File: src/rtl/m3_pkg.sv
// Shared types and default configuration for the m3 ramp sequencer.
// Optional power ramp is enabled by defining M3_POWER_RAMP_EN.
package m3_pkg;

    typedef enum logic [1:0] {
        ST_IDLE,
        ST_ARM,
        ST_RUN,
        ST_HALT
    } state_e;

    typedef enum logic [1:0] {
        DIR_NONE,
        DIR_INC,
        DIR_DEC
    } dir_e;

    localparam int DEF_PERIOD_W    = 22;
    localparam int DEF_PERIOD_MAX  = 4000000;
    localparam int DEF_PERIOD_MIN  = 40;
    localparam int DEF_STEPS       = 12;
    localparam int DEF_RAMP_SHIFT  = 4;
    localparam int DEF_HOLD_ROUNDS = 3;
    localparam int DEF_POWER_W     = 10;
    localparam int DEF_POWER_MIN   = 0;
    localparam int DEF_POWER_MAX   = 1000;
    localparam int DEF_POWER_INIT  = 100;
    localparam int DEF_POWER_STEP  = 10;

endpackage

File: src/rtl/m3_ramp_sequencer_if.sv
// Control/status bundle between a controller (master) and the ramp sequencer (slave).
interface m3_ramp_sequencer_if import m3_pkg::*; #(
    parameter int PERIOD_W = DEF_PERIOD_W,
    parameter int POWER_W  = DEF_POWER_W
) ();

    logic                startI;
    logic                forceStopI;
    logic                invRotateI;
    logic                speedIncI;
    logic                speedDecI;
    logic                powerIncI;
    logic                powerDecI;
    logic [3:0]          stepO;
    logic                stepStbO;
    logic                roundStbO;
    logic [PERIOD_W-1:0] periodO;
    logic [POWER_W-1:0]  powerO;
    logic                runO;
    logic                haltO;

    modport master (
        output startI, forceStopI, invRotateI, speedIncI, speedDecI, powerIncI, powerDecI,
        input  stepO, stepStbO, roundStbO, periodO, powerO, runO, haltO
    );

    modport slave (
        input  startI, forceStopI, invRotateI, speedIncI, speedDecI, powerIncI, powerDecI,
        output stepO, stepStbO, roundStbO, periodO, powerO, runO, haltO
    );

endinterface

File: src/rtl/m3_period_ramp.sv
// Combinational step-period ramp: shortens or lengthens by period>>RAMP_SHIFT, then clamps.
module m3_period_ramp import m3_pkg::*; #(
    parameter int PERIOD_W   = DEF_PERIOD_W,
    parameter int PERIOD_MIN = DEF_PERIOD_MIN,
    parameter int PERIOD_MAX = DEF_PERIOD_MAX,
    parameter int RAMP_SHIFT = DEF_RAMP_SHIFT
) (
    input  logic [PERIOD_W-1:0] period_i,
    input  dir_e                dir_i,
    output logic [PERIOD_W-1:0] period_o
);

    localparam logic [PERIOD_W:0] MIN_X = (PERIOD_W+1)'(PERIOD_MIN);
    localparam logic [PERIOD_W:0] MAX_X = (PERIOD_W+1)'(PERIOD_MAX);

    logic [PERIOD_W:0] delta;
    logic [PERIOD_W:0] wide;

    // One extra bit keeps the lengthening sum from wrapping before the clamp.
    always_comb begin
        delta    = {1'b0, period_i >> RAMP_SHIFT};
        wide     = {1'b0, period_i};
        period_o = period_i;
        case (dir_i)
            DIR_INC: wide = {1'b0, period_i} - delta;
            DIR_DEC: wide = {1'b0, period_i} + delta;
            default: wide = {1'b0, period_i};
        endcase
        if (wide < MIN_X) begin
            period_o = MIN_X[PERIOD_W-1:0];
        end else if (wide > MAX_X) begin
            period_o = MAX_X[PERIOD_W-1:0];
        end else begin
            period_o = wide[PERIOD_W-1:0];
        end
    end

endmodule

File: src/rtl/m3_ramp_sequencer.sv
// Step/round sequencer with hold-qualified period ramping for a stepper drive.
// Define M3_POWER_RAMP_EN to let powerIncI/powerDecI adjust the power level each round.
module m3_ramp_sequencer import m3_pkg::*; #(
    parameter int PERIOD_W    = DEF_PERIOD_W,
    parameter int PERIOD_MAX  = DEF_PERIOD_MAX,
    parameter int PERIOD_MIN  = DEF_PERIOD_MIN,
    parameter int STEPS       = DEF_STEPS,
    parameter int RAMP_SHIFT  = DEF_RAMP_SHIFT,
    parameter int HOLD_ROUNDS = DEF_HOLD_ROUNDS,
    parameter int POWER_W     = DEF_POWER_W,
    parameter int POWER_MIN   = DEF_POWER_MIN,
    parameter int POWER_MAX   = DEF_POWER_MAX,
    parameter int POWER_INIT  = DEF_POWER_INIT,
    parameter int POWER_STEP  = DEF_POWER_STEP
) (
    input logic clkI,
    input logic nRstI,
    m3_ramp_sequencer_if.slave bus
);

    localparam int                  HOLD_W       = (HOLD_ROUNDS > 0) ? $clog2(HOLD_ROUNDS + 1) : 1;
    localparam logic [HOLD_W-1:0]   HOLD_N       = HOLD_W'(HOLD_ROUNDS);
    localparam logic [PERIOD_W-1:0] PERIOD_MAX_N = PERIOD_W'(PERIOD_MAX);
    localparam logic [3:0]          LAST_STEP    = 4'(STEPS - 1);
    localparam logic [POWER_W-1:0]  POWER_INIT_N = POWER_W'(POWER_INIT);

    state_e              state_q, state_d;
    logic [3:0]          step_q, step_d, next_step;
    logic                step_stb_q, step_stb_d;
    logic                round_stb_q, round_stb_d;
    logic [PERIOD_W-1:0] remain_q, remain_d;
    logic [PERIOD_W-1:0] period_q, period_d, ramped_period;
    logic [HOLD_W-1:0]   hold_q, hold_d;
    dir_e                last_dir_q, last_dir_d, speed_req;
    logic                wrap;

`ifdef M3_POWER_RAMP_EN
    localparam logic [POWER_W-1:0] POWER_MIN_N  = POWER_W'(POWER_MIN);
    localparam logic [POWER_W-1:0] POWER_MAX_N  = POWER_W'(POWER_MAX);
    localparam logic [POWER_W-1:0] POWER_STEP_N = POWER_W'(POWER_STEP);
    localparam logic [POWER_W:0]   PWR_STEP_X   = (POWER_W+1)'(POWER_STEP);
    localparam logic [POWER_W:0]   PWR_MAX_X    = (POWER_W+1)'(POWER_MAX);
    localparam logic [POWER_W:0]   PWR_FLOOR_X  = (POWER_W+1)'(POWER_MIN + POWER_STEP);
    logic [POWER_W-1:0] power_q, power_d;
`else
    logic [POWER_W:0] unused_power;
    assign unused_power = {bus.powerIncI ^ bus.powerDecI, POWER_W'(POWER_MIN + POWER_MAX + POWER_STEP)};
`endif

    assign speed_req = (bus.speedIncI && !bus.speedDecI) ? DIR_INC :
                       (bus.speedDecI && !bus.speedIncI) ? DIR_DEC : DIR_NONE;

    m3_period_ramp #(
        .PERIOD_W  (PERIOD_W),
        .PERIOD_MIN(PERIOD_MIN),
        .PERIOD_MAX(PERIOD_MAX),
        .RAMP_SHIFT(RAMP_SHIFT)
    ) u_ramp (
        .period_i(period_q),
        .dir_i   (speed_req),
        .period_o(ramped_period)
    );

    always_comb begin
        state_d     = state_q;
        step_d      = step_q;
        step_stb_d  = 1'b0;
        round_stb_d = 1'b0;
        remain_d    = remain_q;
        period_d    = period_q;
        hold_d      = hold_q;
        last_dir_d  = last_dir_q;
`ifdef M3_POWER_RAMP_EN
        power_d     = power_q;
`endif
        if (bus.invRotateI) begin
            wrap      = (step_q == 4'd0);
            next_step = wrap ? LAST_STEP : step_q - 4'd1;
        end else begin
            wrap      = (step_q == LAST_STEP);
            next_step = wrap ? 4'd0 : step_q + 4'd1;
        end

        case (state_q)
            ST_IDLE: begin
                if (bus.startI) state_d = ST_ARM;
            end
            ST_ARM: begin
                remain_d = period_q;
                step_d   = 4'd0;
                state_d  = bus.forceStopI ? ST_HALT : ST_RUN;
            end
            ST_RUN: begin
                if (bus.forceStopI) begin
                    state_d = ST_HALT;
                end else if (remain_q > PERIOD_W'(1)) begin
                    remain_d = remain_q - PERIOD_W'(1);
                end else begin
                    // Reload uses the old period; a ramped period only applies from the next step.
                    remain_d   = period_q;
                    step_stb_d = 1'b1;
                    step_d     = next_step;
                    if (wrap) begin
                        round_stb_d = 1'b1;
                        if (speed_req == DIR_NONE) begin
                            hold_d = HOLD_N;
                        end else if (speed_req != last_dir_q) begin
                            hold_d     = HOLD_N;
                            last_dir_d = speed_req;
                        end else if (hold_q != '0) begin
                            hold_d = hold_q - HOLD_W'(1);
                        end else begin
                            period_d = ramped_period;
                            hold_d   = HOLD_N;
                        end
`ifdef M3_POWER_RAMP_EN
                        if (bus.powerIncI && !bus.powerDecI) begin
                            power_d = ({1'b0, power_q} + PWR_STEP_X >= PWR_MAX_X) ? POWER_MAX_N
                                                                                 : power_q + POWER_STEP_N;
                        end else if (bus.powerDecI && !bus.powerIncI) begin
                            power_d = ({1'b0, power_q} < PWR_FLOOR_X) ? POWER_MIN_N
                                                                      : power_q - POWER_STEP_N;
                        end
`endif
                    end
                end
            end
            default: begin
                state_d = ST_HALT;
            end
        endcase

        // Dropping startI is the only way back to IDLE, so IDLE entry values are applied here.
        if (!bus.startI) begin
            state_d     = ST_IDLE;
            step_d      = 4'd0;
            step_stb_d  = 1'b0;
            round_stb_d = 1'b0;
            period_d    = PERIOD_MAX_N;
            hold_d      = HOLD_N;
`ifdef M3_POWER_RAMP_EN
            power_d     = POWER_INIT_N;
`endif
        end
    end

    always_ff @(posedge clkI or negedge nRstI) begin
        if (!nRstI) begin
            state_q     <= ST_IDLE;
            step_q      <= 4'd0;
            step_stb_q  <= 1'b0;
            round_stb_q <= 1'b0;
            remain_q    <= PERIOD_MAX_N;
            period_q    <= PERIOD_MAX_N;
            hold_q      <= HOLD_N;
            last_dir_q  <= DIR_INC;
        end else begin
            state_q     <= state_d;
            step_q      <= step_d;
            step_stb_q  <= step_stb_d;
            round_stb_q <= round_stb_d;
            remain_q    <= remain_d;
            period_q    <= period_d;
            hold_q      <= hold_d;
            last_dir_q  <= last_dir_d;
        end
    end

`ifdef M3_POWER_RAMP_EN
    always_ff @(posedge clkI or negedge nRstI) begin
        if (!nRstI) begin
            power_q <= POWER_INIT_N;
        end else begin
            power_q <= power_d;
        end
    end
    assign bus.powerO = power_q;
`else
    assign bus.powerO = POWER_INIT_N;
`endif

    assign bus.stepO     = step_q;
    assign bus.stepStbO  = step_stb_q;
    assign bus.roundStbO = round_stb_q;
    assign bus.periodO   = period_q;
    assign bus.runO      = (state_q == ST_RUN);
    assign bus.haltO     = (state_q == ST_HALT);

endmodule

File: src/flat_wrapper.sv
// flat-port wrapper written by rule: the top's interface ports become plain ports
module m3_ramp_sequencer_flat import m3_pkg::*;
#(
    parameter int PERIOD_W    = DEF_PERIOD_W,
    parameter int PERIOD_MAX  = DEF_PERIOD_MAX,
    parameter int PERIOD_MIN  = DEF_PERIOD_MIN,
    parameter int STEPS       = DEF_STEPS,
    parameter int RAMP_SHIFT  = DEF_RAMP_SHIFT,
    parameter int HOLD_ROUNDS = DEF_HOLD_ROUNDS,
    parameter int POWER_W     = DEF_POWER_W,
    parameter int POWER_MIN   = DEF_POWER_MIN,
    parameter int POWER_MAX   = DEF_POWER_MAX,
    parameter int POWER_INIT  = DEF_POWER_INIT,
    parameter int POWER_STEP  = DEF_POWER_STEP
)
  (clkI, nRstI, bus_startI, bus_forceStopI, bus_invRotateI, bus_speedIncI, bus_speedDecI, bus_powerIncI, bus_powerDecI, bus_stepO, bus_stepStbO, bus_roundStbO, bus_periodO, bus_powerO, bus_runO, bus_haltO);
  m3_ramp_sequencer_if #(.PERIOD_W(PERIOD_W), .POWER_W(POWER_W)) bus_i ();
  input logic clkI;
  input logic nRstI;
  input wire logic [$bits(bus_i.startI)-1:0] bus_startI;
  input wire logic [$bits(bus_i.forceStopI)-1:0] bus_forceStopI;
  input wire logic [$bits(bus_i.invRotateI)-1:0] bus_invRotateI;
  input wire logic [$bits(bus_i.speedIncI)-1:0] bus_speedIncI;
  input wire logic [$bits(bus_i.speedDecI)-1:0] bus_speedDecI;
  input wire logic [$bits(bus_i.powerIncI)-1:0] bus_powerIncI;
  input wire logic [$bits(bus_i.powerDecI)-1:0] bus_powerDecI;
  output wire logic [$bits(bus_i.stepO)-1:0] bus_stepO;
  output wire logic [$bits(bus_i.stepStbO)-1:0] bus_stepStbO;
  output wire logic [$bits(bus_i.roundStbO)-1:0] bus_roundStbO;
  output wire logic [$bits(bus_i.periodO)-1:0] bus_periodO;
  output wire logic [$bits(bus_i.powerO)-1:0] bus_powerO;
  output wire logic [$bits(bus_i.runO)-1:0] bus_runO;
  output wire logic [$bits(bus_i.haltO)-1:0] bus_haltO;
  assign bus_i.startI = bus_startI;
  assign bus_i.forceStopI = bus_forceStopI;
  assign bus_i.invRotateI = bus_invRotateI;
  assign bus_i.speedIncI = bus_speedIncI;
  assign bus_i.speedDecI = bus_speedDecI;
  assign bus_i.powerIncI = bus_powerIncI;
  assign bus_i.powerDecI = bus_powerDecI;
  assign bus_stepO = bus_i.stepO;
  assign bus_stepStbO = bus_i.stepStbO;
  assign bus_roundStbO = bus_i.roundStbO;
  assign bus_periodO = bus_i.periodO;
  assign bus_powerO = bus_i.powerO;
  assign bus_runO = bus_i.runO;
  assign bus_haltO = bus_i.haltO;
  m3_ramp_sequencer #(.PERIOD_W(PERIOD_W), .PERIOD_MAX(PERIOD_MAX), .PERIOD_MIN(PERIOD_MIN), .STEPS(STEPS), .RAMP_SHIFT(RAMP_SHIFT), .HOLD_ROUNDS(HOLD_ROUNDS), .POWER_W(POWER_W), .POWER_MIN(POWER_MIN), .POWER_MAX(POWER_MAX), .POWER_INIT(POWER_INIT), .POWER_STEP(POWER_STEP)) u_core (.clkI(clkI), .nRstI(nRstI), .bus(bus_i));
endmodule
File: config.mk
export PLATFORM = sky130hd
export DESIGN_NAME = m3_ramp_sequencer_flat
export DESIGN_NICKNAME = d
export VERILOG_FILES = /design/src/rtl/m3_pkg.sv /design/src/rtl/m3_ramp_sequencer_if.sv /design/src/rtl/m3_period_ramp.sv /design/src/rtl/m3_ramp_sequencer.sv /design/src/flat_wrapper.sv
export SDC_FILE = /design/constraint.sdc
export NUM_CORES = 1
export LEC_CHECK = 0
export ABC_AREA = 1
export CORE_AREA = 3 3 155 82
export CTS_CLUSTER_DIAMETER = 60
export DETAILED_ROUTE_END_ITERATION = 12
export DIE_AREA = 0 0 158 85
export GPL_TIMING_DRIVEN = 0
export PLACE_DENSITY = 0.76
export SLEW_MARGIN = 10
export SYNTH_ARGS = -nofsm -noshare
export SYNTH_HDL_FRONTEND = slang
export SYNTH_SLANG_ARGS = --single-unit
File: constraint.sdc
create_clock -name clkI -period 3.45 [get_ports clkI]
set_input_delay 0.69 -clock clkI [delete_from_list [all_inputs] [get_ports clkI]]
set_output_delay 0.69 -clock clkI [all_outputs]
set_load 0.02 [all_outputs]
==> flow_summary_export.csv <==
group,metric,value,unit
job,maxCapViolations,0,
layout,num_antenna_cells,0,
synthesis,synth_common_cells,"nand2_1, inv_1, nor2_1",
clocking,clock-sinks,56,
die,core_area,11500,um2
detailed_routing,viasPerCell,5.85,
clocking,clk_pin_slew,0.08,ns
run_status,violations,"negative setup slack",
die,die_w,158,um
synthesis,synthMuxAreaShare,0.348,%
synthesis,synth.area.top_cells,"nand2_1, dfrtp_1, inv_1",
synthesis,synth_edf_count,0,
sta,max_slew_margin,49.5,%
critical_path,slowest_stage,"dfstp_2",
min_path,hold_class,"primary input to asynchronous set/reset pin",
place,dp_cells,1169,
synthesis,synth_compound_area_share,11.3,%
place,place.gp.congestion,0.945,
synthesis,synth_top_cell_by_area,"nand2_1",
detailed_routing,ant_nets,0,
synthesis,yosys.area_share.xor_xnor,4.87,%
sta,skew,0.00673,ns
sta,period_share,115,%
layout,utilization,73.2,%
sta,worst_slack,-0.531,ns
layout,fillers,924,
critical_path,crit_top_cell,"nand2_2",
sta,period_needed,3.98,ns
synthesis,postSynth.asyncResetShare,100,%
layout,design_area,8440,um2
clocking,clk_root_buffer_cell,"clkbuf_16",
die,die_height,85,um
detailed_routing,wl,22800,um
critical_path,crit_required,3.70,ns
sta,setup_viol,21,
clocking,cts_tree,"done",
critical_path,slowest_delay,0.58,ns
critical_path,cp.arrival,4.23,ns
synthesis,ys.flop_type,"dfrtp_1",
synthesis,ys_seq_elements,56,
die,io_pins,49,
global_routing,grt_antenna_before_repair,0,
place,numPortBuffers,36,
detailed_routing,via_count,7191,
die,die_area,13400,um2
synthesis,synth_top_family_by_area,"simple AND/OR/NAND/NOR gates",
pwr,power.density,272,nW/um2
detailed_routing,drcViolationCount,0,
synthesis,synth_area,6110,um2
layout,instances_no_fill,1229,
detailed_routing,first_pass_iters,5,
place,dpl-instance-area,6710,um2
synthesis,yosysMostFrequentCell,"nand2_1",
synthesis,synth_top_area_share,16.3,%
sta,worst_pin_slew,0.758,ns
global_routing,grt_pass1_vias,6383,
synthesis,synthAdderAreaFrac,7.08,%
global_routing,track_usage,31.5,%
synthesis,synth.avg_cell_area,6.27,um2
synthesis,netlist_instances,975,
clocking,numCtsBuffers,5,
sta,finalSetupTns,-10.14,ns
sta,fmax,0.251,GHz
global_routing,grt_pass1_wl,33600,um
synthesis,synth_cell_types,50,
synthesis,synth_simple_gate_area_share,40.2,%
critical_path,start_kind,"register",
global_routing,overflow,0,
clocking,clockBufferDepth,2,
clocking,clk_latency,0.30,ns
layout,layout-drive-gt1-share,34.2,%
critical_path,end_kind,"register",
global_routing,grt_max_degree,57,
die,rows,28,
layout,area_delta_synth_final,38.0,%
detailed_routing,avgRoutedWirePerCell,18.6,um
clocking,cts.htree.levels,2,
synthesis,ys.warnings.count,0,
synthesis,yosysSeqAreaShare,23.3,%
place,place_hpwl,15400,um
pwr,max-vdd-ir-drop,0.234,mV
die,initial_core_util,53.0,%
layout,final_nets,1121,
sta,hold_slack,0.445,ns
detailed_routing,drtIter0Drc,939,
sta,hold_viol,0,
sta,grt_setup_unrepaired,"true",
run_status,status,"complete, but fails checks",
critical_path,critical_path_class,"register to register",
sta,drv_slew,0,
critical_path,crit_fanout,8,
pwr,p_leak,4.11,nW
-- power breakdown --
| part | total, mW | leakage [nW] | switching [mW] | internal, mW |
|---|---|---|---|---|
| logic | 0.884 | 3.32 | 0.582 | 0.302 |
| clock network | 0.643 | 0.0893 | 0.255 | 0.388 |
| registers | 0.765 | 0.701 | 0.0475 | 0.718 |
| total | 2.29 | 4.11 | 0.884 | 1.41 |
-- sequential cells by signal, summed over array words and instances (netlist names) --
register and cells:
u_core.bus.stepStbO 1, u_core.remain_q 22, u_core.state_q 2, u_core.bus.periodO 22, u_core.bus.stepO 4, u_core.hold_q 2, u_core.last_dir_q 2, u_core.bus.roundStbO 1
-- critical path: cells and delay by family (launching register included) --
family                     cells  cell delay, ns
buffers and inverters          5            0.37
adders and majority gates      1            0.33
AOI/OAI and AO/OA              3            0.53
and+or+nand+nor               19            1.90
DFF                            1            0.58
xor gates and xnor gates       1            0.22
-- layout make-up --
cell class                      count  area (um2)  share of cell area (%)
Inverter                          158         612                    7.25
Sequential cell                    56        1430                    16.9
Clock buffer                        7         154                    1.82
Tap cell                          150         188                    2.22
Clock inverter                      1        30.0                   0.356
Timing Repair Buffer               87         776                    9.19
Multi-Input combinational cell    742        5030                    59.6
Buffer                             28         223                    2.64
-- cell families (layout without fill, tap and decap cells) --
kind of cell               after synthesis  after routing
AOI/OAI and AO/OA                      121            121
buffers and inverters                  186            281
and+or+nand+nor                        540            541
other                                    2             10
DFF                                     56             56
xor gates and xnor gates                34             34
adders and majority gates               34             34
muxes                                    2              2
-- repair_timing --
action | 4_1_cts | 5_1_grt
hold buffers | 0 | 0
hold endpoints to repair | 0 | 0
pin swaps | 95 | 78
setup endpoints to repair | 22 | 22
resized for setup | 166 | 131
buffers inserted | 34 | 15
cloned | 2 | 1
-- metrics by stage --
step / setup slack [ns] / power (mW)
5_1_grt: -0.714 / 2.41
6_report: -0.531 / 2.29
4_1_cts: -0.335 / 2.18
2_1_floorplan: 0.00737 / 1.27
3_5_place_dp: -1.26 / 1.45
3_3_place_gp: -1.24 / 1.43
-- layout by cell type, fill, tap and decap left out, types with 7 or more instances in the layout --
| cell | count |
|---|---|
| dfstp_2 | 17 |
| buf_4 | 57 |
| nor2_2 | 29 |
| buf_2 | 7 |
| conb_1 | 10 |
| nor3_1 | 13 |
| nand2_2 | 58 |
| inv_1 | 129 |
| nand2_1 | 201 |
| dfrtp_1 | 34 |
| nor2_1 | 61 |
| nand4_1 | 11 |
| ha_4 | 7 |
| o21ai_2 | 9 |
| o21ai_0 | 42 |
| nand2_4 | 24 |
| nor2_4 | 20 |
| inv_2 | 23 |
| nand3_2 | 28 |
| a21oi_2 | 8 |
| clkdlybuf4s50_1 | 33 |
| nand3_4 | 11 |
| xor2_1 | 27 |
| ha_1 | 22 |
| clkbuf_16 | 7 |
| nand3_1 | 62 |
| a21oi_1 | 29 |
-- metal layers --
layer  wire length [um]  part of all wire [%]  vias up  GRT usage (%)
li1                   -                     -     3315              -
met1              10400                    45     3404           49.2
met2               9340                    41      424           42.4
met3               2730                    12       48           10.4
met4                364                   1.6        0           4.53
met5                  0                     0        -              0
-- worst paths after layout --
kind | start | depth (start not counted) | to | slack [ns]
min in group clkI | u_core.hold_q[1] | 2 | u_core.hold_q[1] | 0.49
hold / removal | nRstI | 1 | u_core.remain_q[2] | 0.45
max in group asynchronous | nRstI | 1 | u_core.bus.periodO[9] | 2.47
setup / recovery | u_core.bus.periodO[8] | 29 | u_core.bus.periodO[8] | -0.53
setup reg to reg | u_core.bus.periodO[8] | 29 | u_core.bus.periodO[8] | -0.53
hold reg to reg | u_core.hold_q[1] | 2 | u_core.hold_q[1] | 0.49
No activity file was read; power rests on OpenSTA's default activity.
